## src/rtl/grid_move_sched.sv

```systemverilog
// -----------------------------------------------------------------------------
// grid_move_sched
//
// Sequences the grid cursor datapath. Two requesters (rotary encoder and
// push-button walker) raise an event strobe together with a 4-bit move
// command. Commands are taken on the strobe's rising edge and queued in a
// small FIFO. A two-state FSM replays each queued command as single-unit
// steps on the X/Y position registers, one cell per clock.
//
// Command encoding (rot_cmd / btn_cmd):
//   [3:2] step count 0..3
//   [1]   axis (0 = Y, 1 = X)
//   [0]   direction (0 = +, 1 = -)
//
// Ports:
//   clk        system clock
//   rst        synchronous, active-high reset
//   rot_event  rotary strobe, a command is taken on its 0->1 transition
//   rot_cmd    rotary command
//   btn_event  button strobe, rising-edge qualified
//   btn_cmd    button command
//   pos_x      current X coordinate (0..MAX_COORD)
//   pos_y      current Y coordinate (0..MAX_COORD)
//   busy       FSM not idle or FIFO non-empty
//   fifo_full  FIFO holds FIFO_DEPTH entries
//   drop_cnt   commands dropped for lack of space, saturates at 255
//
// Build option:
//   GRID_WRAP_EN  when defined, a step at a grid edge wraps around
//                 (MAX_COORD+1 -> 0, 0-1 -> MAX_COORD) and every command
//                 completes all of its steps. When undefined, a step at a
//                 grid edge terminates the command early (saturation).
// -----------------------------------------------------------------------------
module grid_move_sched #(
   parameter int COORD_W    = 4,
   parameter int MAX_COORD  = 15,
   parameter int FIFO_DEPTH = 4
) (
   input  logic               clk,
   input  logic               rst,
   input  logic               rot_event,
   input  logic [3:0]         rot_cmd,
   input  logic               btn_event,
   input  logic [3:0]         btn_cmd,
   output logic [COORD_W-1:0] pos_x,
   output logic [COORD_W-1:0] pos_y,
   output logic               busy,
   output logic               fifo_full,
   output logic [7:0]         drop_cnt
);

   localparam int PTR_W = (FIFO_DEPTH > 1) ? $clog2(FIFO_DEPTH) : 1;
   localparam int CNT_W = $clog2(FIFO_DEPTH + 1);
   localparam int EXT_W = COORD_W + 1;

   localparam logic [CNT_W-1:0] DEPTH_C = CNT_W'(FIFO_DEPTH);
   localparam logic [EXT_W-1:0] MAX_EXT = EXT_W'(MAX_COORD);

   typedef struct packed {
      logic [1:0] step;
      logic       axis;
      logic       dir;
   } cmd_t;

   typedef enum logic {
      ST_IDLE = 1'b0,
      ST_STEP = 1'b1
   } state_t;

   // ---------------------------------------------------------------------------
   // Requester edge detection
   // ---------------------------------------------------------------------------
   // History resets to 1 so a strobe already high when reset releases is
   // not mistaken for a fresh request.
   logic rot_prev;
   logic btn_prev;
   logic rot_rise;
   logic btn_rise;

   assign rot_rise = rot_event & ~rot_prev;
   assign btn_rise = btn_event & ~btn_prev;

   always_ff @(posedge clk) begin
      // NOTE: sequential state uses non-blocking assignments so every
      // register samples the pre-edge values, independent of block order.
      if (rst) begin
         rot_prev <= 1'b1;
         btn_prev <= 1'b1;
      end else begin
         rot_prev <= rot_event;
         btn_prev <= btn_event;
      end
   end

   // ---------------------------------------------------------------------------
   // Command FIFO and arbitration
   // ---------------------------------------------------------------------------
   cmd_t             mem [FIFO_DEPTH];
   logic [PTR_W-1:0] wr_ptr;
   logic [PTR_W-1:0] wr_ptr_2nd;
   logic [PTR_W-1:0] rd_ptr;
   logic [CNT_W-1:0] count;
   logic             prio_btn;     // 0: rotary holds priority, 1: button

   state_t           state;
   logic             pop;
   cmd_t             head;

   logic             room_one;
   logic             room_two;
   logic [1:0]       push_num;
   logic [1:0]       drop_num;
   logic             prio_flip;
   cmd_t             wr_first;
   cmd_t             wr_second;
   logic [8:0]       drop_sum;

   // Room is judged on the occupancy at the start of the cycle; a pop in
   // the same cycle does not free a slot for an incoming command.
   assign room_one   = (count < DEPTH_C);
   assign room_two   = (count <= (DEPTH_C - CNT_W'(2)));
   assign wr_ptr_2nd = wr_ptr + PTR_W'(1);
   assign head       = mem[rd_ptr];
   assign pop        = (state == ST_IDLE) && (count != '0);

   always_comb begin
      // NOTE: every variable gets a default first so no path leaves it
      // unassigned, which would otherwise infer a latch.
      push_num  = 2'd0;
      drop_num  = 2'd0;
      prio_flip = 1'b0;
      wr_first  = cmd_t'(rot_cmd);
      wr_second = cmd_t'(btn_cmd);

      if (rot_rise && btn_rise) begin
         // Simultaneous requests: priority holder goes first (older entry),
         // and priority alternates after every tie.
         prio_flip = 1'b1;
         wr_first  = prio_btn ? cmd_t'(btn_cmd) : cmd_t'(rot_cmd);
         wr_second = prio_btn ? cmd_t'(rot_cmd) : cmd_t'(btn_cmd);
         if (room_two) begin
            push_num = 2'd2;
         end else if (room_one) begin
            push_num = 2'd1;
            drop_num = 2'd1;
         end else begin
            drop_num = 2'd2;
         end
      end else if (rot_rise || btn_rise) begin
         wr_first = rot_rise ? cmd_t'(rot_cmd) : cmd_t'(btn_cmd);
         if (room_one) begin
            push_num = 2'd1;
         end else begin
            drop_num = 2'd1;
         end
      end
   end

   // NOTE: the storage array is deliberately not reset; the pointers and
   // occupancy count define which entries are valid.
   always_ff @(posedge clk) begin
      if (push_num != 2'd0) begin
         mem[wr_ptr] <= wr_first;
      end
      if (push_num == 2'd2) begin
         mem[wr_ptr_2nd] <= wr_second;
      end
   end

   assign drop_sum = {1'b0, drop_cnt} + 9'(drop_num);

   always_ff @(posedge clk) begin
      if (rst) begin
         wr_ptr   <= '0;
         rd_ptr   <= '0;
         count    <= '0;
         prio_btn <= 1'b0;
         drop_cnt <= 8'd0;
      end else begin
         wr_ptr <= wr_ptr + PTR_W'(push_num);
         if (pop) begin
            rd_ptr <= rd_ptr + PTR_W'(1);
         end
         count <= count + CNT_W'(push_num) - CNT_W'(pop);
         if (prio_flip) begin
            prio_btn <= ~prio_btn;
         end
         drop_cnt <= drop_sum[8] ? 8'hFF : drop_sum[7:0];
      end
   end

   // ---------------------------------------------------------------------------
   // Step engine
   // ---------------------------------------------------------------------------
   logic               axis;
   logic               dir;
   logic [1:0]         remaining;

   logic [COORD_W-1:0] cur;
   logic [EXT_W-1:0]   cur_ext;
   logic [EXT_W-1:0]   next_ext;
   logic               at_bound;
   logic               stop_at_bound;

   // One extra bit of headroom keeps the +1/-1 arithmetic free of silent
   // wrap; the edge cases are selected explicitly so the result always
   // stays within 0..MAX_COORD.
   always_comb begin
      cur      = axis ? pos_x : pos_y;
      cur_ext  = {1'b0, cur};
      at_bound = dir ? (cur_ext == '0) : (cur_ext == MAX_EXT);
      if (dir) begin
         next_ext = at_bound ? MAX_EXT : (cur_ext - EXT_W'(1));
      end else begin
         next_ext = at_bound ? '0 : (cur_ext + EXT_W'(1));
      end
`ifdef GRID_WRAP_EN
      stop_at_bound = 1'b0;
`else
      stop_at_bound = at_bound;
`endif
   end

   always_ff @(posedge clk) begin
      if (rst) begin
         state     <= ST_IDLE;
         axis      <= 1'b0;
         dir       <= 1'b0;
         remaining <= 2'd0;
         pos_x     <= '0;
         pos_y     <= '0;
      end else begin
         case (state)
            ST_IDLE: begin
               if (pop) begin
                  axis      <= head.axis;
                  dir       <= head.dir;
                  remaining <= head.step;
                  state     <= ST_STEP;
               end
            end
            ST_STEP: begin
               if (remaining == 2'd0) begin
                  state <= ST_IDLE;
               end else if (stop_at_bound) begin
                  // Edge reached: abandon the rest of the command.
                  remaining <= 2'd0;
                  state     <= ST_IDLE;
               end else begin
                  if (axis) begin
                     pos_x <= next_ext[COORD_W-1:0];
                  end else begin
                     pos_y <= next_ext[COORD_W-1:0];
                  end
                  remaining <= remaining - 2'd1;
                  if (remaining == 2'd1) begin
                     state <= ST_IDLE;
                  end
               end
            end
            default: state <= ST_IDLE;
         endcase
      end
   end

   assign busy      = (state != ST_IDLE) || (count != '0);
   assign fifo_full = (count == DEPTH_C);

   // ---------------------------------------------------------------------------
   // Internal invariants
   // ---------------------------------------------------------------------------
   a_count_le_depth : assert property (@(posedge clk) disable iff (rst)
                                       count <= DEPTH_C);
   a_pos_x_in_range : assert property (@(posedge clk) disable iff (rst)
                                       pos_x <= COORD_W'(MAX_COORD));
   a_pos_y_in_range : assert property (@(posedge clk) disable iff (rst)
                                       pos_y <= COORD_W'(MAX_COORD));

endmodule
```

## config.mk

```make
export PLATFORM = sky130hd
export DESIGN_NAME = grid_move_sched
export DESIGN_NICKNAME = d
export VERILOG_FILES = /design/src/rtl/grid_move_sched.sv
export SDC_FILE = /design/constraint.sdc
export NUM_CORES = 1
export LEC_CHECK = 0
export ABC_AREA = 1
export ABC_CLOCK_PERIOD_IN_PS = 2620
export CORE_MARGIN = 2
export CORE_UTILIZATION = 39
export CTS_CLUSTER_SIZE = 30
export DETAILED_ROUTE_END_ITERATION = 7
export GPL_ROUTABILITY_DRIVEN = 0
export PLACE_DENSITY_LB_ADDON = 0.12
export SLEW_MARGIN = 20
export SYNTH_ARGS = -nofsm -noshare
export SYNTH_HDL_FRONTEND = slang
export SYNTH_SLANG_ARGS = --single-unit
export TNS_END_PERCENT = 20
```

## constraint.sdc

```tcl
create_clock -name clk -period 2.62 [get_ports clk]
set_input_delay 0.262 -clock clk [delete_from_list [all_inputs] [get_ports clk]]
set_output_delay 0.262 -clock clk [all_outputs]
set_load 0.01 [all_outputs]
```

Word-level counts from Yosys, hierarchy flattened

Memory sizes are Yosys's and may differ from the RTL's. A register that Yosys moved wholly into a read port is not among the register bits.
Index checks and enable logic that the tools add are counted.

Muxes and demuxes: 35
Equal/unequal tests: 6
Bitwise gates (word level): 9
Add/subtract/negate cells: 9
Reductions and logical operators: 12
Magnitude comparators: 2

Operators with widths:

| operator            | count |
|---|---|
| $mux 4              | 8 |
| $mux 2              | 10 |
| $mux 1              | 14 |
| $add 8x2->9         | 1 |
| $mux 8              | 1 |
| $reduce_and 4->1    | 2 |
| $not 1->1           | 7 |
| $add 2x1->2 const B | 2 |
| $add 4x1->4 const B | 1 |
| $eq 4x4->1 const B  | 1 |
| $logic_not 4->1     | 1 |
| $ne 2x2->1 const B  | 2 |
| $pmux 2 s2          | 1 |
| $reduce_and 2->1    | 2 |
| $sub 4x1->4 const B | 1 |
| $add 3x2->3         | 1 |
| $eq 3x3->1 const B  | 1 |
| $le 3x2->1 const B  | 1 |
| $lt 3x3->1 const B  | 1 |
| $reduce_bool 3->1   | 1 |
| $sub 3x1->3         | 1 |
| $add 2x2->2         | 1 |
| $and 1x1->1         | 2 |
| $eq 2x1->1 const B  | 1 |
| 7 further kinds     | 9 |

Output and inout port bits: 18
Input bits: 12
Register bits after elaboration: 31
Memories kept: 1
Word-level logic and storage cells: 87
Bits in writable memories: 16

Memories:

| name | words | bits a word | rd ports | clocked after memory_dff | wr ports | line | source |
|---|---|---|---|---|---|---|---|
| mem  | 4     | 4           | 1        | 1                        | 2        | 98   | `cmd_t mem [FIFO_DEPTH];` |

Depth between registers and ports, before layout

Depth in word-level cells: 8
Depth in mapped cells: 17
Depth with buffers taken out: 17

Worst setup path before layout

No wires, ideal clock.

Kind: register to register
From: register rot_prev
To: register drop_cnt[5]
Setup time: 0.057 ns
Slack: 0.295 ns
Period minus slack after synthesis: 2.325 ns
Stages on the path, launching flop included: 18
Arrival time: 2.269 ns
Required time: 2.563 ns
Path buffers: 0
Cell sequence: dfxtp_1 inv_1 nand2_1 nor2_4 inv_1 nor2_1 or3_1 inv_1 ha_1 inv_1 fa_1 nor2_2 nand2_1 nor3_4 nand2_1 o21ai_0 nand2_1 inv_1

Longest elaborated chain between the ends: 7
Elaborated cells on any way between the ends: 8
Those cells by class: add/sub: 1; mux: 3; bitwise: 2; reduce/logical: 2

Ends and longest elaborated chain:

| what                     | line | source |
|---|---|---|
| start: declaration       | 75   | `logic rot_prev;` |
| start signal: assignment | 90   | `rot_prev <= rot_event;` |
| $not 1->1 *              | 80   | `assign rot_rise = rot_event & ~rot_prev;` |
| $and 1x1->1 *            | 80   |  |
| $logic_or 1x1->1         | 149  | `end else if (rot_rise \|\| btn_rise) begin` |
| $mux 1                   | 149  |  |
| $mux 2 *                 | 135  | `if (rot_rise && btn_rise) begin` |
| $add 8x2->9 *            | 170  | `assign drop_sum = {1'b0, drop_cnt} + 9'(drop_num);` |
| $mux 8 *                 | 188  | `drop_cnt <= drop_sum[8] ? 8'hFF : drop_sum[7:0];` |
| end signal: assignment   | 188  |  |
| end: declaration         | 49   | `output logic [7:0] drop_cnt` |

Every way passes the cells marked *; elsewhere a longest branch is shown, timed or not.
A chain may end at the register's enable or synchronous reset.

Worst setup path after layout

From: input port rot_event
To: register drop_cnt[5]

Longest elaborated chain between the ends: 6
Elaborated cells on any way between the ends: 7
Those cells by class: add/sub: 1; mux: 3; bitwise: 1; reduce/logical: 2

Ends and longest elaborated chain:

| what               | line | source |
|---|---|---|
| start: declaration | 41   | `input logic rot_event,` |
| $and 1x1->1 *      | 80   |  |
| $logic_or 1x1->1   | 149  |  |
| $mux 1             | 149  |  |
| $mux 2 *           | 135  |  |
| $add 8x2->9 *      | 170  |  |
| $mux 8 *           | 188  |  |

Marked as above.

==> flow_metrics.py <==
metrics = {
    "run_status": {
        "run_status": "completed",
    },
    "worst_setup_path": {
        "worst-setup-path-type": "primary input to flop",
        "timing.rr.start": "rot_prev$_SDFF_PP1_",
        "timing.rr.end": "drop_cnt[5]$_SDFF_PP0_",
        "crit_path_max_fanout": 6,
        "worst-r2r-cell-count": 17,
        "critPathCaptureType": "flop",
        "crit_required_ns": 2.88,
        "worstSetupStartpointType": "primary input",
        "worstPathArrival_ns": 2.67,
        "reg2reg_setup_slack_ns": 0.28,
    },
    "logic_synthesis": {
        "number_of_enable_type_register_cells_in_the_synthesized_netlist": 16,
        "postSynthRegisterBits": 49,
        "post_synth_num_cell_types": 36,
        "post_synth_instance_area_um2": 2810,
        "synth_async_sr_flop_share": 0,
        "synth.net_count": 378,
        "ys_seq_area_frac": 0.407,
        "synthFlopType": "sky130_fd_sc_hd__dfxtp_1",
        "post_synth_inst_count": 355,
        "syn_area_per_cell_um2": 7.91,
        "synth_largest_area_cell": "sky130_fd_sc_hd__dfxtp_1",
        "netlist_top_cells_area": "sky130_fd_sc_hd__dfxtp_1 24%, sky130_fd_sc_hd__edfxtp_1 17%, sky130_fd_sc_hd__nand2_1 11%",
        "synth.yosys.warnings": 0,
        "yosys.area.top_type_share": 0.235,
    },
    "placed_design": {
        "detailedPlacementHpwl_um": 4160,
        "placement.io_buffers": 29,
        "pre_cts_slack_ns": -0.240,
    },
    "detailed_routing": {
        "highest_layer": "met4",
        "drt-vias-per-instance": 4.64,
        "postRouteAntennaNets": 0,
        "dr.pass1.iters": 4,
        "post_drt_wl_per_cell_um": 10.9,
        "routed-via-count": 2302,
        "drtIter0Drc": 134,
        "drc_errors": 0,
        "met2_wirelength_um": 2440,
        "drt-met1-wl_um": 2760,
        "totalWireLength_um": 5430,
        "met3RoutedLength_um": 168,
    },
    "sta": {
        "finalCriticalPeriod_ns": 2.41,
        "final_critical_path_setup_slack_ns": 0.211,
        "finalSetupViolCount": 0,
        "timing_hold_violations_final": 0,
        "setup_total_negative_slack_ns": 0,
        "grt_setup_unrepaired": "no",
        "achievable-frequency_mhz": 415,
        "timing.final.max_slew_violations": 0,
        "relSlewSlack": 0.570,
        "final.setup_skew_ns": 0.00549,
        "finalCritPeriodShare": 0.919,
        "worst_slew_pin_slew_ns": 0.644,
    },
    "min_path": {
        "hold_start": "rd_ptr[1]$_SDFFE_PP0P_",
        "hold_path.class": "flop to flop",
        "hold_path_end": "rd_ptr[1]$_SDFFE_PP0P_",
        "timing.hold.worst_path_depth": 2,
    },
    "power_and_ir_drop": {
        "power_report.internal_total_uw": 1650,
        "comb_power_share": 0.416,
        "static-leakage-power_uw": 0.00141,
        "portion_of_total_power_attributed_to_sequential_cells": 0.380,
        "worst_ir_drop_vdd_mv": 0.338,
        "power_switching_uw": 1040,
        "power.density_nw_per_um2": 789,
        "share_clk_of_total_power": 0.203,
        "netSwitchingFraction": 0.387,
    },
    "grt": {
        "grt_pass1_wl_um": 9450,
        "grtUsageTotal": 0.154,
        "remaining_overflow_grt": 0,
        "grt_antenna_before_repair": 0,
        "grt_start_max_net_pins": 21,
        "via_count_of_the_first_global_routing_pass": 2139,
    },
    "cells_and_area": {
        "fraction_of_final_layout_cells_with_drive_strength_greater_than_1": 0.155,
        "fin_nets": 422,
        "final_antenna_diode_count": 0,
        "flow.area_growth_from_synthesis_pct": 21.3,
    },
    "die": {
        "initial_core_utilization": 0.409,
        "fp.dieH_um": 88.8,
        "design.core.area_um2": 6870,
        "fp-row-count": 30,
        "die_width_um": 88.8,
        "top_level_ports": 30,
        "dieArea_um2": 7890,
    },
    "cts": {
        "number_of_buffers_created_by_cts": 5,
        "cts_tree": "done",
        "cts.sink_count": 49,
        "clkLatencyLatePin_ns": 0.31,
        "cts-htree-levels": 2,
        "clockRootBuffer": "sky130_fd_sc_hd__clkbuf_8",
        "cts.reportedPaths.clkPinSlew_ns": 0.09,
        "postCtsSetupRepairBufs": 0,
        "clock_path_buffers": 2,
    },
    "job": {
        "maxCapViolations": 0,
    },
}
==> per-stage QoR <==
| stage | utilization | cells | total power, uW | hold WS (ns) | instance area [um^2] |
|---|---|---|---|---|---|
| finish | 0.495 | 496 | 2680 | 0.471 | 3400 |
| detailed placement | 0.479 | 488 | 2160 | 0.461 | 3290 |
| floorplan | - | 355 | 1870 | 0.366 | 2810 |
| global placement | 0.479 | 488 | 2160 | 0.458 | 3290 |
| CTS | 0.495 | 496 | 2720 | 0.478 | 3400 |
| global route | 0.495 | 496 | 2920 | 0.510 | 3400 |
==> power by group through the flow <==
stage | clock network, uW | logic (uW) | registers, uW
global route | 590 | 1290 | 1040
finish | 546 | 1120 | 1020
detailed placement | 0 | 1120 | 1040
CTS | 565 | 1130 | 1020
global placement | 0 | 1110 | 1040
floorplan | 0 | 860 | 1010
==> final cells by class <==
class | instances | area (um^2)
Inverter | 49 | 189
Multi-Input combinational cell | 252 | 1450
Timing Repair Buffer | 42 | 388
Clock buffer | 6 | 72.6
Fill cell | 687 | 3470
Tap cell | 96 | 120
Sequential cell | 49 | 1140
Clock inverter | 2 | 38.8
==> Yosys cell counts, types with 3 or more instances <==
master                     number
sky130_fd_sc_hd__nand2_1       80
sky130_fd_sc_hd__inv_1         46
sky130_fd_sc_hd__nor2_1        38
sky130_fd_sc_hd__o21ai_0       37
sky130_fd_sc_hd__dfxtp_1       33
sky130_fd_sc_hd__a21oi_1       16
sky130_fd_sc_hd__edfxtp_1      16
sky130_fd_sc_hd__nand3_1       11
sky130_fd_sc_hd__ha_1           8
sky130_fd_sc_hd__nor2_2         7
sky130_fd_sc_hd__nand2_2        6
sky130_fd_sc_hd__o21ai_2        5
sky130_fd_sc_hd__nand2_4        4
sky130_fd_sc_hd__nand3_4        4
sky130_fd_sc_hd__nor2_4         4
sky130_fd_sc_hd__xor2_1         4
sky130_fd_sc_hd__a31oi_1        3
sky130_fd_sc_hd__clkbuf_1       3
sky130_fd_sc_hd__fa_1           3
sky130_fd_sc_hd__nand4_1        3
sky130_fd_sc_hd__xnor2_1        3
==> layer usage <==
layer | GRT usage | vias to the layer above
met5 | 0 | -
met4 | 0.0496 | 0
met3 | 0.0299 | 7
met2 | 0.240 | 27
met1 | 0.214 | 1033
li1 | - | 1235
==> worst max-delay path by stage <==
stage,from,endpoint,slack (ns),cells past startpoint
floorplan,rot_prev$_SDFF_PP1_,drop_cnt[5]$_SDFF_PP0_,0.29,17
global placement,rot_event,drop_cnt[5]$_SDFF_PP0_,-0.18,16
detailed placement,rot_event,drop_cnt[5]$_SDFF_PP0_,-0.24,16
CTS,rot_event,drop_cnt[5]$_SDFF_PP0_,0.08,16
global route,rot_event,drop_cnt[5]$_SDFF_PP0_,0.000001,16
finish,rot_event,drop_cnt[5]$_SDFF_PP0_,0.21,16
==> placed cells by master (no fill, tap or decap), types with 2 or more instances in the layout <==
cell,count
sky130_fd_sc_hd__inv_2,2
sky130_fd_sc_hd__a31oi_1,3
sky130_fd_sc_hd__o21ai_0,37
sky130_fd_sc_hd__nor2_2,7
sky130_fd_sc_hd__fa_1,2
sky130_fd_sc_hd__nand2_2,7
sky130_fd_sc_hd__nand3_1,11
sky130_fd_sc_hd__o21bai_1,2
sky130_fd_sc_hd__a21oi_1,16
sky130_fd_sc_hd__nand2_1,79
sky130_fd_sc_hd__clkdlybuf4s50_1,29
sky130_fd_sc_hd__nor2_1,38
sky130_fd_sc_hd__nand4_1,3
sky130_fd_sc_hd__or2_2,2
sky130_fd_sc_hd__nor3_1,2
sky130_fd_sc_hd__buf_4,13
sky130_fd_sc_hd__xnor2_1,3
sky130_fd_sc_hd__nor3_4,2
sky130_fd_sc_hd__edfxtp_1,16
sky130_fd_sc_hd__o21ai_2,5
sky130_fd_sc_hd__o22ai_1,2
sky130_fd_sc_hd__inv_1,46
sky130_fd_sc_hd__xor2_1,4
sky130_fd_sc_hd__nand3_4,4
sky130_fd_sc_hd__dfxtp_1,33
sky130_fd_sc_hd__clkbuf_8,5
sky130_fd_sc_hd__nor2_4,4
sky130_fd_sc_hd__nand2_4,4
sky130_fd_sc_hd__ha_1,8
==> state kept, by name, summed over array words and instances (netlist names), named ones only <==
name,cells
btn_prev,1
remaining,2
rd_ptr,2
count,3
mem,16
wr_ptr,2
pos_y,4
state,1
rot_prev,1
pos_x,4
drop_cnt,8
axis,1
prio_btn,1
dir,1
==> cell families (layout without fill, tap and decap cells) <==
group	count (synthesis)	in the layout	synth area share
xor+xnor	7	7	0.0218
compound gates	69	69	0.142
simple gates	165	165	0.295
flops	49	49	0.407
fa+ha+maj	11	11	0.0571
buf+inv	54	99	0.0771
==> what timing repair did <==
action / 4_1_cts / 5_1_grt
hold buffers: 0 / 0
resized for setup: 0 / 2
setup endpoints to repair: 0 / 6
==> critical path: stages <==
cell                              delay, ns
sky130_fd_sc_hd__clkdlybuf4s50_1       0.47
sky130_fd_sc_hd__nand2_1               0.11
sky130_fd_sc_hd__nand2_1               0.11
sky130_fd_sc_hd__a21oi_1               0.06
sky130_fd_sc_hd__or3_1                 0.30
sky130_fd_sc_hd__inv_1                 0.07
sky130_fd_sc_hd__ha_1                  0.15
sky130_fd_sc_hd__inv_1                 0.06
sky130_fd_sc_hd__fa_2                  0.35
sky130_fd_sc_hd__nor2_2                0.14
sky130_fd_sc_hd__nand2_1               0.10
sky130_fd_sc_hd__nor3_4                0.14
sky130_fd_sc_hd__nand2_2               0.12
sky130_fd_sc_hd__o21ai_0               0.09
sky130_fd_sc_hd__nand2_1               0.06
sky130_fd_sc_hd__inv_1                 0.06
(Power assumes the default switching activity.)
